[src/rtl/wd_supervisor_pkg.sv]
// Shared watchdog definitions: FSM state encodings and default sizing used by
// the supervisor and the timer blocks it drives.
package wd_supervisor_pkg;

    typedef enum logic [1:0] {
        ST_IDLE  = 2'b00,
        ST_WAIT  = 2'b01,
        ST_REARM = 2'b10
    } wd_state_e;

    localparam int DEFAULT_MAX_RETRY = 3;
    localparam int DEFAULT_RW        = 2;

endpackage

[src/rtl/wd_supervisor_if.sv]
// Handshake bundle between a requester/timer side (master) and the supervisor
// (slave); clk and rst travel as plain ports alongside it.
interface wd_supervisor_if #(
    parameter int RW = 2
);
    logic          start;
    logic          event_in;
    logic          timeout_in;
    logic          count_en;
    logic [RW-1:0] retry_cnt;
    logic          busy;
    logic          done;
    logic          fail;
    logic [1:0]    state;

    modport master (
        output start, event_in, timeout_in,
        input  count_en, retry_cnt, busy, done, fail, state
    );

    modport slave (
        input  start, event_in, timeout_in,
        output count_en, retry_cnt, busy, done, fail, state
    );
endinterface

[src/rtl/wd_retry_counter.sv]
// Saturating re-arm counter: cleared when a new wait begins, stepped on each
// timeout that earns a re-arm, never allowed past MAX_RETRY.
module wd_retry_counter #(
    parameter int MAX_RETRY = 3,
    parameter int RW        = 2
) (
    input  logic          clk,
    input  logic          rst,
    input  logic          clear,
    input  logic          incr,
    output logic [RW-1:0] count,
    output logic          at_max
);

    localparam logic [RW-1:0] LIMIT = RW'(MAX_RETRY);

    assign at_max = (count == LIMIT);

    always_ff @(posedge clk) begin
        if (rst) begin
            count <= '0;
        end else if (clear) begin
            count <= '0;
        end else if (incr && !at_max) begin
            count <= count + 1'b1;
        end
    end

endmodule

[src/rtl/wd_supervisor.sv]
// Watchdog supervisor: runs the external 100 ms timer, re-arms it on timeout up
// to MAX_RETRY times, and pulses done on a response or fail once retries run out.
module wd_supervisor
    import wd_supervisor_pkg::*;
#(
    parameter int MAX_RETRY = DEFAULT_MAX_RETRY,
    parameter int RW        = DEFAULT_RW
) (
    input  logic           clk,
    input  logic           rst,
    wd_supervisor_if.slave bus
);

    wd_state_e     state_q;
    logic          count_en_q;
    logic          busy_q;
    logic          done_q;
    logic          fail_q;
    logic [RW-1:0] retry_cnt;
    logic          at_max;
    logic          clear_cnt;
    logic          incr_cnt;

    // An event in the same cycle as a timeout wins, so only a bare timeout consumes a retry.
    assign clear_cnt = (state_q == ST_IDLE) && bus.start;
    assign incr_cnt  = (state_q == ST_WAIT) && bus.timeout_in && !bus.event_in && !at_max;

    wd_retry_counter #(
        .MAX_RETRY (MAX_RETRY),
        .RW        (RW)
    ) u_retry (
        .clk    (clk),
        .rst    (rst),
        .clear  (clear_cnt),
        .incr   (incr_cnt),
        .count  (retry_cnt),
        .at_max (at_max)
    );

    always_ff @(posedge clk) begin
        if (rst) begin
            state_q    <= ST_IDLE;
            count_en_q <= 1'b0;
            busy_q     <= 1'b0;
            done_q     <= 1'b0;
            fail_q     <= 1'b0;
        end else begin
            done_q <= 1'b0;
            fail_q <= 1'b0;
            case (state_q)
                ST_IDLE: begin
                    if (bus.start) begin
                        state_q    <= ST_WAIT;
                        count_en_q <= 1'b1;
                        busy_q     <= 1'b1;
                    end
                end
                ST_WAIT: begin
                    if (bus.event_in) begin
                        state_q    <= ST_IDLE;
                        count_en_q <= 1'b0;
                        busy_q     <= 1'b0;
                        done_q     <= 1'b1;
                    end else if (bus.timeout_in) begin
                        count_en_q <= 1'b0;
                        if (at_max) begin
                            state_q <= ST_IDLE;
                            busy_q  <= 1'b0;
                            fail_q  <= 1'b1;
                        end else begin
                            state_q <= ST_REARM;
                        end
                    end
                end
                // One cycle with count_en low is what clears the external timer.
                ST_REARM: begin
                    state_q    <= ST_WAIT;
                    count_en_q <= 1'b1;
                end
                default: begin
                    state_q    <= ST_IDLE;
                    count_en_q <= 1'b0;
                    busy_q     <= 1'b0;
                end
            endcase
        end
    end

    assign bus.state     = state_q;
    assign bus.count_en  = count_en_q;
    assign bus.busy      = busy_q;
    assign bus.done      = done_q;
    assign bus.fail      = fail_q;
    assign bus.retry_cnt = retry_cnt;

endmodule

[src/flat_wrapper.sv]
// flat-port wrapper written by rule: the top's interface ports become plain ports
module wd_supervisor_flat import wd_supervisor_pkg::*;
#(
    parameter int MAX_RETRY = DEFAULT_MAX_RETRY,
    parameter int RW        = DEFAULT_RW
)
  (clk, rst, bus_start, bus_event_in, bus_timeout_in, bus_count_en, bus_retry_cnt, bus_busy, bus_done, bus_fail, bus_state);
  wd_supervisor_if #(.RW(RW)) bus_i ();
  input  logic clk;
  input  logic rst;
  input wire logic [$bits(bus_i.start)-1:0] bus_start;
  input wire logic [$bits(bus_i.event_in)-1:0] bus_event_in;
  input wire logic [$bits(bus_i.timeout_in)-1:0] bus_timeout_in;
  output wire logic [$bits(bus_i.count_en)-1:0] bus_count_en;
  output wire logic [$bits(bus_i.retry_cnt)-1:0] bus_retry_cnt;
  output wire logic [$bits(bus_i.busy)-1:0] bus_busy;
  output wire logic [$bits(bus_i.done)-1:0] bus_done;
  output wire logic [$bits(bus_i.fail)-1:0] bus_fail;
  output wire logic [$bits(bus_i.state)-1:0] bus_state;
  assign bus_i.start = bus_start;
  assign bus_i.event_in = bus_event_in;
  assign bus_i.timeout_in = bus_timeout_in;
  assign bus_count_en = bus_i.count_en;
  assign bus_retry_cnt = bus_i.retry_cnt;
  assign bus_busy = bus_i.busy;
  assign bus_done = bus_i.done;
  assign bus_fail = bus_i.fail;
  assign bus_state = bus_i.state;
  wd_supervisor #(.MAX_RETRY(MAX_RETRY), .RW(RW)) u_core (.clk(clk), .rst(rst), .bus(bus_i));
endmodule
[config.mk]
export PLATFORM = sky130hd
export DESIGN_NAME = wd_supervisor_flat
export DESIGN_NICKNAME = d
export VERILOG_FILES = /design/src/rtl/wd_supervisor_pkg.sv /design/src/rtl/wd_supervisor_if.sv /design/src/rtl/wd_retry_counter.sv /design/src/rtl/wd_supervisor.sv /design/src/flat_wrapper.sv
export SDC_FILE = /design/constraint.sdc
export NUM_CORES = 1
export LEC_CHECK = 0
export CAP_MARGIN = 20
export CORE_AREA = 2 2 39 41
export CTS_CLUSTER_SIZE = 30
export DETAILED_ROUTE_END_ITERATION = 8
export DIE_AREA = 0 0 41 43
export HOLD_SLACK_MARGIN = 0.03
export PLACE_DENSITY = 0.6
export SETUP_SLACK_MARGIN = 0.4
export SYNTH_ARGS = -nofsm -noshare
export SYNTH_HDL_FRONTEND = slang
export SYNTH_HIERARCHICAL = 1
export SYNTH_SLANG_ARGS = --single-unit
[constraint.sdc]
create_clock -name clk -period 1.5 [get_ports clk]
set_input_delay 0.15 -clock clk [delete_from_list [all_inputs] [get_ports clk]]
set_output_delay 0.15 -clock clk [all_outputs]
set_load 0.01 [all_outputs]
## Word level (Yosys, flattened, before mapping)

Index checks and enable logic that the tools add are counted.

| operators by class | value |
|---|---|
| $add $sub $neg | 1 |
| equal/unequal tests | 6 |
| multiplexer cells | 15 |
| bitwise gates (word level) | 3 |
| reductions and logical operators | 13 |

Operator list:

| cell | count |
|---|---|
| two-way mux 1 bit | 8 |
| two-way mux 2 bit | 4 |
| case mux 1 bit (3 select lines) | 2 |
| case mux 2 bit (3 select lines) | 1 |
| logical AND 1 bit | 5 |
| == test 2 bit (second input constant) | 2 |
| AND reduction 4 bit | 1 |
| OR reduction 2 bit | 2 |
| OR reduction 4 bit | 1 |
| inequality test 3 x 2 -> 1 bit (second input constant) | 1 |
| inequality test 3 bit (second input constant) | 1 |
| inverter 1 bit | 3 |
| adder 2 x 1 -> 2 bit (second input constant) | 1 |
| == test 2 x 1 -> 1 bit (second input constant) | 1 |
| logical NOT 1 bit | 2 |
| logical NOT 2 bit | 1 |
| inequality test 2 bit (second input constant) | 1 |
| AND reduction 2 bit | 1 |

| storage, ports and cells | value |
|---|---|
| bits in registers | 8 |
| input bits | 5 |
| output and inout port bits | 8 |
| logic and storage cells | 44 |

## Depth between registers and ports, before layout

Gate-level depths: netlist of the first run.

| logic depth | value |
|---|---|
| depth after elaboration | 5 |
| mapped depth | 5 |
| mapped depth without buffers | 5 |

## By module

The synthesis of the first run kept the hierarchy.

Modules (own cells, without submodules):

| module | times used | cells each | area each (µm²) | sequential area each (µm²) |
|---|---|---|---|---|
| wd_supervisor | 1 | 24 | 250.2 | 120.1 |
| wd_retry_counter | 1 | 8 | 105.1 | 40.0 |

## Least setup slack after synthesis of the first run

OpenSTA, ideal clock, no wires.

| timing path | value |
|---|---|
| path kind | reg-to-reg |
| from | register u_core.u_retry.count[0] |
| to | register u_core.u_retry.count[1] |
| setup time | 126 ps |
| data arrival time | 1,227 ps |
| data required time | 1,374 ps |
| setup slack | 147 ps |
| cell stages (with the launch flop) | 6 |
| path buffers | 0 |
| clock period less this slack | 1,353 ps |
| cell sequence | dfxtp_1 -> ha_1 -> nor3_1 -> nor2b_4 -> mux2i_1 -> nor3_2 |

| between the ends | value |
|---|---|
| longest elaborated chain between the ends | 4 |
| elaborated cells on any way between the ends | 5 |
| classes of those cells | 1 x add/sub; 1 x eq/ne; 3 x reduce/logical |

RTL lines:

| what | line | RTL |
|---|---|---|
| start, declared | wd_retry_counter.sv:11 | `output logic [RW-1:0] count,` |
| start signal, assigned | wd_retry_counter.sv:25 | `count <= count + 1'b1;` |
| == test 2 bit | wd_retry_counter.sv:17 | `assign at_max = (count == LIMIT);` |
| via u_core.at_max | wd_supervisor.sv:20 | `logic at_max;` |
| logical NOT 1 bit | wd_supervisor.sv:26 | `assign incr_cnt = (state_q == ST_WAIT) && bus.timeout_in && !bus.event_in && !at_max;` |
| logical AND 1 bit | wd_supervisor.sv:26 |  |
| via u_core.incr_cnt | wd_supervisor.sv:22 | `logic incr_cnt;` |
| logical AND 1 bit | wd_retry_counter.sv:24 | `end else if (incr && !at_max) begin` |

The timed path passes the listed nets, and every way through them passes these cells.
A chain may end at the register's enable or synchronous reset.

## Worst setup path in the final report of the first run

| timing path | value |
|---|---|
| from | register u_core.u_retry.count[0] |
| to | register u_core.u_retry.count[0] |

Same word-level chain as after synthesis.

==> implementation parameters, run 1 <==
Parameter                              Value

Run status
  Result of the run ... finished clean

Timing
  Min setup slack post-route ... 266 ps
  Measured slew at the worst slew-check pin ... 357 ps
  Crit share post-route ... 82.3%
  Final max-slew violation count ... 0
  Worst hold margin ... 519 ps
  Final hold violation count ... 0
  RSZ-0062 raised after global routing ... true
  Minimum clock period after layout ... 1230 ps
  Setup TNS ... 0 ps
  Worst clock skew ... 5.72 ps
  Slew HR ... 76.1%
  Maximum operating frequency ... 0.810 GHz
  Setup-failing EPs final ... 0

Synth
  Seq cells post-synth ... 8
  Syn Area/Cell ... 11.1 um2
  Syn Std Cell Area ... 355 um2
  Post-Syn Nets ... 38
  Number of instances in the synthesized netlist ... 32
  Area fraction of the dominant cell type after synthesis ... 45.1%
  Post-synthesis cell type with the largest combined area ... dfxtp_1
  Post-synth EDFFs ... 0
  Largest cells by area after synthesis ... dfxtp_1, nor3_2, nor3_1
  Number of warnings reported in the yosys synthesis log ... 6
  List of most frequent post-synthesis cells ... dfxtp_1, nor3_1, a211oi_1, nor2_1, nor3_2
  Count of different cell masters after synthesis ... 20
  Register area share after synthesis ... 45.1%
  Share of synthesized flip-flops with an asynchronous set or reset ... 0%
  Dominant synthesized flop cell ... dfxtp_1
  Most frequently used cell type in the post-synthesis netlist ... dfxtp_1

Pwr
  Internal power of the cells ... 368 uW
  Switch Pwr ... 118 uW
  Power density relative to cell area ... 789 nW/um2
  Combinational share of power ... 16.9%
  Static Leak ... 0.000261 uW
  Clock network fraction of total power ... 36.2%
  Seq pwr share ... 46.9%
  IR Drop Worst-Case VDD ... 363 uV
  Switching part of the total power ... 24.3%

Placed design
  Routability-driven placement congestion ratio ... 0.599
  Placed Instances ... 63
  Instance area at placement ... 543 um2
  Port-buffer cells ... 12
  Hpwl dp ... 547 um
  Pre-CTS WS ... 64.4 ps

Clock tree
  Register clock-pin slew on the reported worst setup and hold paths ... 60 ps
  Clock tree buffer depth ... 2
  Hold buffer count at cts ... 0
  CTS HTree Levels ... 1
  Clk Latency, worst-skew pair ... 250 ps
  TritonCTS sink count ... 8
  Clock Root Buffer ... clkbuf_4
  Clock tree from TritonCTS ... yes
  Num CTS Buffers ... 3

Hold path
  Hold-critical path endpoint ... u_core/bus.state[0]
  Hold Crit Class ... flop to flop
  Hold path cells ... 2
  Origin of the worst min-delay path ... u_core/bus.state[0]

Die
  Die area ... 1760 um2
  Boundary Pins ... 13
  Vertical die dimension ... 43 um
  Initial cell density of the core ... 25.7%
  Number of rows in the core area ... 14
  Width of the chip ... 41 um
  Area of the core region ... 1380 um2

Route
  Remaining antenna violation count after routing ... 0
  First DRT Iteration DRCs ... 1
  Total via count after detailed routing ... 340
  Drt first pass iters ... 4
  Remaining DRCs ... 0
  Post-detailed-routing wire length ... 813 um
  Average wire length per cell after detail routing ... 11.3 um
  DR vias/cell ... 4.72

Critical path
  Stage delay of the slowest cell on the critical path ... 350 ps
  Reg-to-reg endpoint ... u_core/u_retry/count[0]
  Critical setup path kind ... flop to flop
  Origin of the critical flop-to-flop path ... u_core/u_retry/count[0]
  Critical path buffer and inverter count ... 1
  Library cell appearing most often on the critical path ... nor3_2
  Critical path data arrival time ... 1370 ps
  Crit path capture type ... flop
  Largest driver fanout on the critical path ... 2
  Critical Path RT ... 1630 ps
  Flop2flop setup slack ... 270 ps
  Ordered list of cells on the worst path ... ha_4 -> nor3_2 -> nor2b_4 -> buf_4 -> xnor2_2 -> nor3_2
  Top delay family on crit path ... simple AND/OR/NAND/NOR gates
  Cell type of the slowest stage on the worst timing path ... dfxtp_4
  Element type at the critical path start ... flop
  Worst r2r path cells ... 6

Final layout
  Ratio of cells with drive above 1 in the final layout ... 50.0%
  Summed area of non-filler cells in the final layout ... 616 um2
  Number of diodes ... 0
  Area Overhead vs Synth ... 73.2%
  Fill cell count ... 132
  Final nets ... 63
  Fin cells ... 72

GRT
  Number of antenna violations at the first check in global routing ... 0
  Vias in the first global route ... 320
  Maximum number of pins on one net before global-route repair ... 9
  Wire length of the first global-routing pass ... 1260 um
  Overall routing resource usage ... 10.7%
  Overflow after GRT ... 0

Job
  Max capacitance violation total ... 0
## kinds of logic after synthesis
kind of cell,count (synthesis),share of synthesized area [%]
XOR/XNOR,1,2.47
adder cells (fa/ha/maj),1,3.52
multiplexers,1,2.82
AND/OR/NAND/NOR,16,35.9
flip-flops,8,45.1
AO/OA/AOI/OAI,5,10.2
## worst max-delay path by stage
stage	startpoint	endpoint	slack, ps	cells after the start
after floorplan	u_core/bus.state[1]	u_core/u_retry/count[1]	290	5
after global placement	bus_event_in	u_core/u_retry/count[1]	80	6
after detailed placement	bus_event_in	u_core/u_retry/count[1]	60	6
after CTS	u_core/bus.state[0]	bus_state[0]	160	1
after global routing	u_core/u_retry/count[0]	u_core/u_retry/count[0]	200	6
final	u_core/u_retry/count[0]	u_core/u_retry/count[0]	270	6
## tightest hold or removal path: stages (launching register included)
cell	delay (ps)
dfxtp_4	370
nand2_1	60
a21oi_1	50
## routing by layer
metal	track usage (%)	vias to the layer above	part of all wire (%)
met5	0	-	0
met4	8.00	0	0
met3	2.09	0	8.1
met2	17.2	11	53
met1	11.3	159	39
li1	-	170	-
## per-stage QoR
stage / power (uW) / util, %
final: 486 / 44.5
after global routing: 518 / 44.5
after CTS: 493 / 43.6
after detailed placement: 313 / 39.2
after global placement: 313 / 39.2
after floorplan: 269 / -
## layout make-up
cell class	instances	area (um2)	area share (%)
clock buffer	4	26.3	4.27
multi-input combinational	24	230	37.4
sequential	8	173	28.0
tap	16	20.0	3.25
timing repair buffer	20	166	27.0
## power by group through the flow
| stage | registers (uW) | clock network (uW) | logic [uW] |
|---|---|---|---|
| 2_1_floorplan | 239 | 0 | 30.3 |
| 3_3_place_gp | 235 | 0 | 78.0 |
| 3_5_place_dp | 236 | 0 | 77.3 |
| 4_1_cts | 228 | 186 | 80.1 |
| 5_1_grt | 230 | 201 | 88.2 |
| 6_report | 228 | 176 | 82.0 |
## cell usage in the layout, fill, tap and decap left out
| master | Yosys | layout |
|---|---|---|
| a211oi_1 | 2 | 1 |
| a211oi_2 | 0 | 1 |
| a21oi_1 | 1 | 1 |
| a2bb2oi_1 | 1 | 1 |
| buf_4 | 0 | 8 |
| clkbuf_1 | 0 | 1 |
| clkbuf_2 | 0 | 2 |
| clkbuf_4 | 0 | 3 |
| clkdlybuf4s50_1 | 0 | 4 |
| dfxtp_1 | 8 | 4 |
| dfxtp_2 | 0 | 1 |
| dfxtp_4 | 0 | 3 |
| dlygate4sd2_1 | 0 | 5 |
| dlymetal6s2s_1 | 0 | 1 |
| ha_4 | 0 | 1 |
| mux2i_1 | 1 | 1 |
| nand2_1 | 1 | 1 |
| nand2b_1 | 1 | 1 |
| nand2b_4 | 1 | 1 |
| nor2_1 | 2 | 2 |
| nor2b_1 | 1 | 1 |
| nor2b_4 | 1 | 1 |
| nor3_1 | 3 | 1 |
| nor3_2 | 2 | 4 |
| nor3b_1 | 1 | 1 |
| nor3b_2 | 1 | 1 |
| nor4_1 | 1 | 1 |
| nor4b_2 | 1 | 1 |
| o21bai_1 | 1 | 1 |
| xnor2_2 | 0 | 1 |
## timing repair
item | 4_1_cts | 5_1_grt
gates resized for setup | 10 | 7
buffers inserted | 4 | 1
endpoints found under the setup margin | 10 | 8
pin swaps | 2 | 3
## flip-flops by register name (all words and copies together) (netlist names)
| name | cells |
|---|---|
| u_core/bus.fail | 1 |
| u_core/bus.busy | 1 |
| u_core/bus.count_en | 1 |
| u_core/u_retry/count | 2 |
| u_core/bus.state | 2 |
| u_core/bus.done | 1 |
Note: power is estimated with default switching activity, not from simulation.
==> inputs of run 2 (changes only) <==
- clock period: 1.5 -> 1.2 ns (I/O delays scaled with it)
==> implementation parameters, run 2 (same netlist as run 1, synthesis figures left out) <==
Parameter                              Value

Final layout
  Most used cells in the layout excluding fill and tap cells ... buf_6, buf_4, dfxtp_2
  Area Overhead vs Synth ... 119%
  Ratio of cells with drive above 1 in the final layout ... 77.4%
  Fill cell count ... 125
  Most frequent standard cell in the layout excluding fill and tap cells ... buf_6
  Final nets ... 69
  Summed area of non-filler cells in the final layout ... 777 um2
  Number of diodes ... 0

Placed design
  Routability-driven placement congestion ratio ... 0.677
  Port-buffer cells ... 12
  Instance area at placement ... 598 um2
  Hpwl dp ... 572 um

Clock tree
  Register clock-pin slew on the reported worst setup and hold paths ... 60 ps
  CTS HTree Levels ... 1
  Clock tree buffer depth ... 2
  Clock Root Buffer ... clkbuf_4
  Clock tree from TritonCTS ... yes
  Clk Latency, worst-skew pair ... 260 ps
  Num CTS Buffers ... 3
  TritonCTS sink count ... 8

GRT
  Vias in the first global route ... 327
  Number of antenna violations at the first check in global routing ... 0
  Maximum number of pins on one net before global-route repair ... 7
  Overall routing resource usage ... 12.1%
  Wire length of the first global-routing pass ... 1320 um
  Overflow after GRT ... 0

Critical path
  Element type at the critical path start ... flop
  Critical path data arrival time ... 1350 ps
  Critical Path RT ... 1340 ps
  Ordered list of cells on the worst path ... nand2b_4 -> nor3_4 -> nor2b_4 -> mux2i_1 -> nor3_2
  Critical setup path kind ... flop to flop
  Flop2flop setup slack ... -10 ps
  Stage delay of the slowest cell on the critical path ... 320 ps
  Largest driver fanout on the critical path ... 2
  Crit path capture type ... flop
  Cell type of the slowest stage on the worst timing path ... dfxtp_2

Die
  Die area ... 1760 um2
  Number of rows in the core area ... 14
  Area of the core region ... 1380 um2
  Boundary Pins ... 13
  Width of the chip ... 41 um
  Vertical die dimension ... 43 um
  Initial cell density of the core ... 25.7%

Route
  Post-detailed-routing wire length ... 1050 um
  Drt first pass iters ... 1
  Total via count after detailed routing ... 354
  Remaining antenna violation count after routing ... 0
  Remaining DRCs ... 0
  DR vias/cell ... 4.54
  Average wire length per cell after detail routing ... 13.4 um
  First DRT Iteration DRCs ... 0

Pwr
  Switch Pwr ... 186 uW
  Combinational share of power ... 23.5%
  Switching part of the total power ... 27.2%
  Static Leak ... 0.000309 uW
  Overall power ... 682 uW
  Clock network fraction of total power ... 34.4%
  Power density relative to cell area ... 878 nW/um2
  Internal power of the cells ... 497 uW
  IR Drop Worst-Case VDD ... 578 uV
  Seq pwr share ... 42.1%

Timing
  Minimum clock period after layout ... 1210 ps
  Min setup slack post-route ... -10.6 ps
  Measured slew at the worst slew-check pin ... 370 ps
  Setup TNS ... -10.6 ps
  Worst clock skew ... 4.89 ps
  Final hold violation count ... 0
  Setup-failing EPs final ... 1
  Final max-slew violation count ... 0
  Slew HR ... 75.3%
  Maximum operating frequency ... 0.826 GHz
  Crit share post-route ... 101%
  RSZ-0062 raised after global routing ... true

Run status
  Result of the run ... complete, but fails checks
  Violations in the final reports ... setup timing

Hold path
  Hold Crit Class ... input pin to flop

Job
  Max capacitance violation total ... 0
## run 2: cell count changes in the layout (fill, tap and decap cells not counted), sizes merged
cell | before | now
buf | 8 | 22
dlygate4sd2 | 5 | 2
clkdlybuf4s50 | 4 | 2
dlymetal6s2s | 1 | 0
clkbuf | 6 | 4
## run 2: stage by stage
step / worst slack (ps) / hold WS, ps / instances / utilization [%]
finish: -10.6 / 416 / 78 / 56.1
CTS: -18.2 / 398 / 76 / 50.7
floorplan: -7.31 / 182 / 32 / -
detailed placement: -208 / 504 / 70 / 43.2
global route: -90.8 / 429 / 78 / 56.1
global placement: -200 / 505 / 70 / 43.2
## run 2: cell type report
type,count,area (um2),share of cell area (%)
Clock buffer,4,26.3,3.38
Multi-Input combinational cell,24,294,37.8
Sequential cell,8,176,22.7
Tap cell,16,20.0,2.58
Timing Repair Buffer,26,260,33.5
## run 2: power groups by stage
| stage | Combinational (uW) | Sequential, uW | Clock, uW |
|---|---|---|---|
| after CTS | 137 | 285 | 243 |
| after detailed placement | 111 | 288 | 0 |
| final | 161 | 287 | 234 |
| after global placement | 112 | 288 | 0 |
| after floorplan | 37.9 | 296 | 0 |
| after global routing | 171 | 289 | 259 |
## run 2: what timing repair did
action                     in CTS  in global routing
hold buffers                    0                  0
resized for setup              55                 12
buffers inserted                2                  2
cloned                          0                  0
setup endpoints to repair      16                 16
hold endpoints to repair        0                  0
pin swaps                       5                  7
## run 2: final timing paths
check,startpoint,endpoint,cells after the start
max,u_core/bus.state[1],u_core/u_retry/count[1],5
min,bus_event_in,u_core/bus.state[0],5
max reg2reg,u_core/bus.state[1],u_core/u_retry/count[1],5
min reg2reg,u_core/bus.count_en,u_core/bus.count_en,2
## run 2: critical path, delay by kind of cell, from the launching register on
| kind | cells | cell delay (ps) |
|---|---|---|
| simple gates | 4 | 560 |
| mux | 1 | 220 |
| flops | 1 | 320 |
## run 2: per-layer routing
metal / up-vias / part of all wire (%) / global-route usage (%)
met5: - / 0 / 0
met4: 0 / 3.2 / 12.0
met3: 4 / 5.7 / 3.14
met2: 12 / 49 / 15.6
met1: 157 / 42 / 14.8
li1: 181 / - / -
==> inputs of run 3 (changes only) <==
- CAP_MARGIN: 20 -> 40
==> results of run 3 <==
Final layout, timing and power as in run 2 (identical DEF).
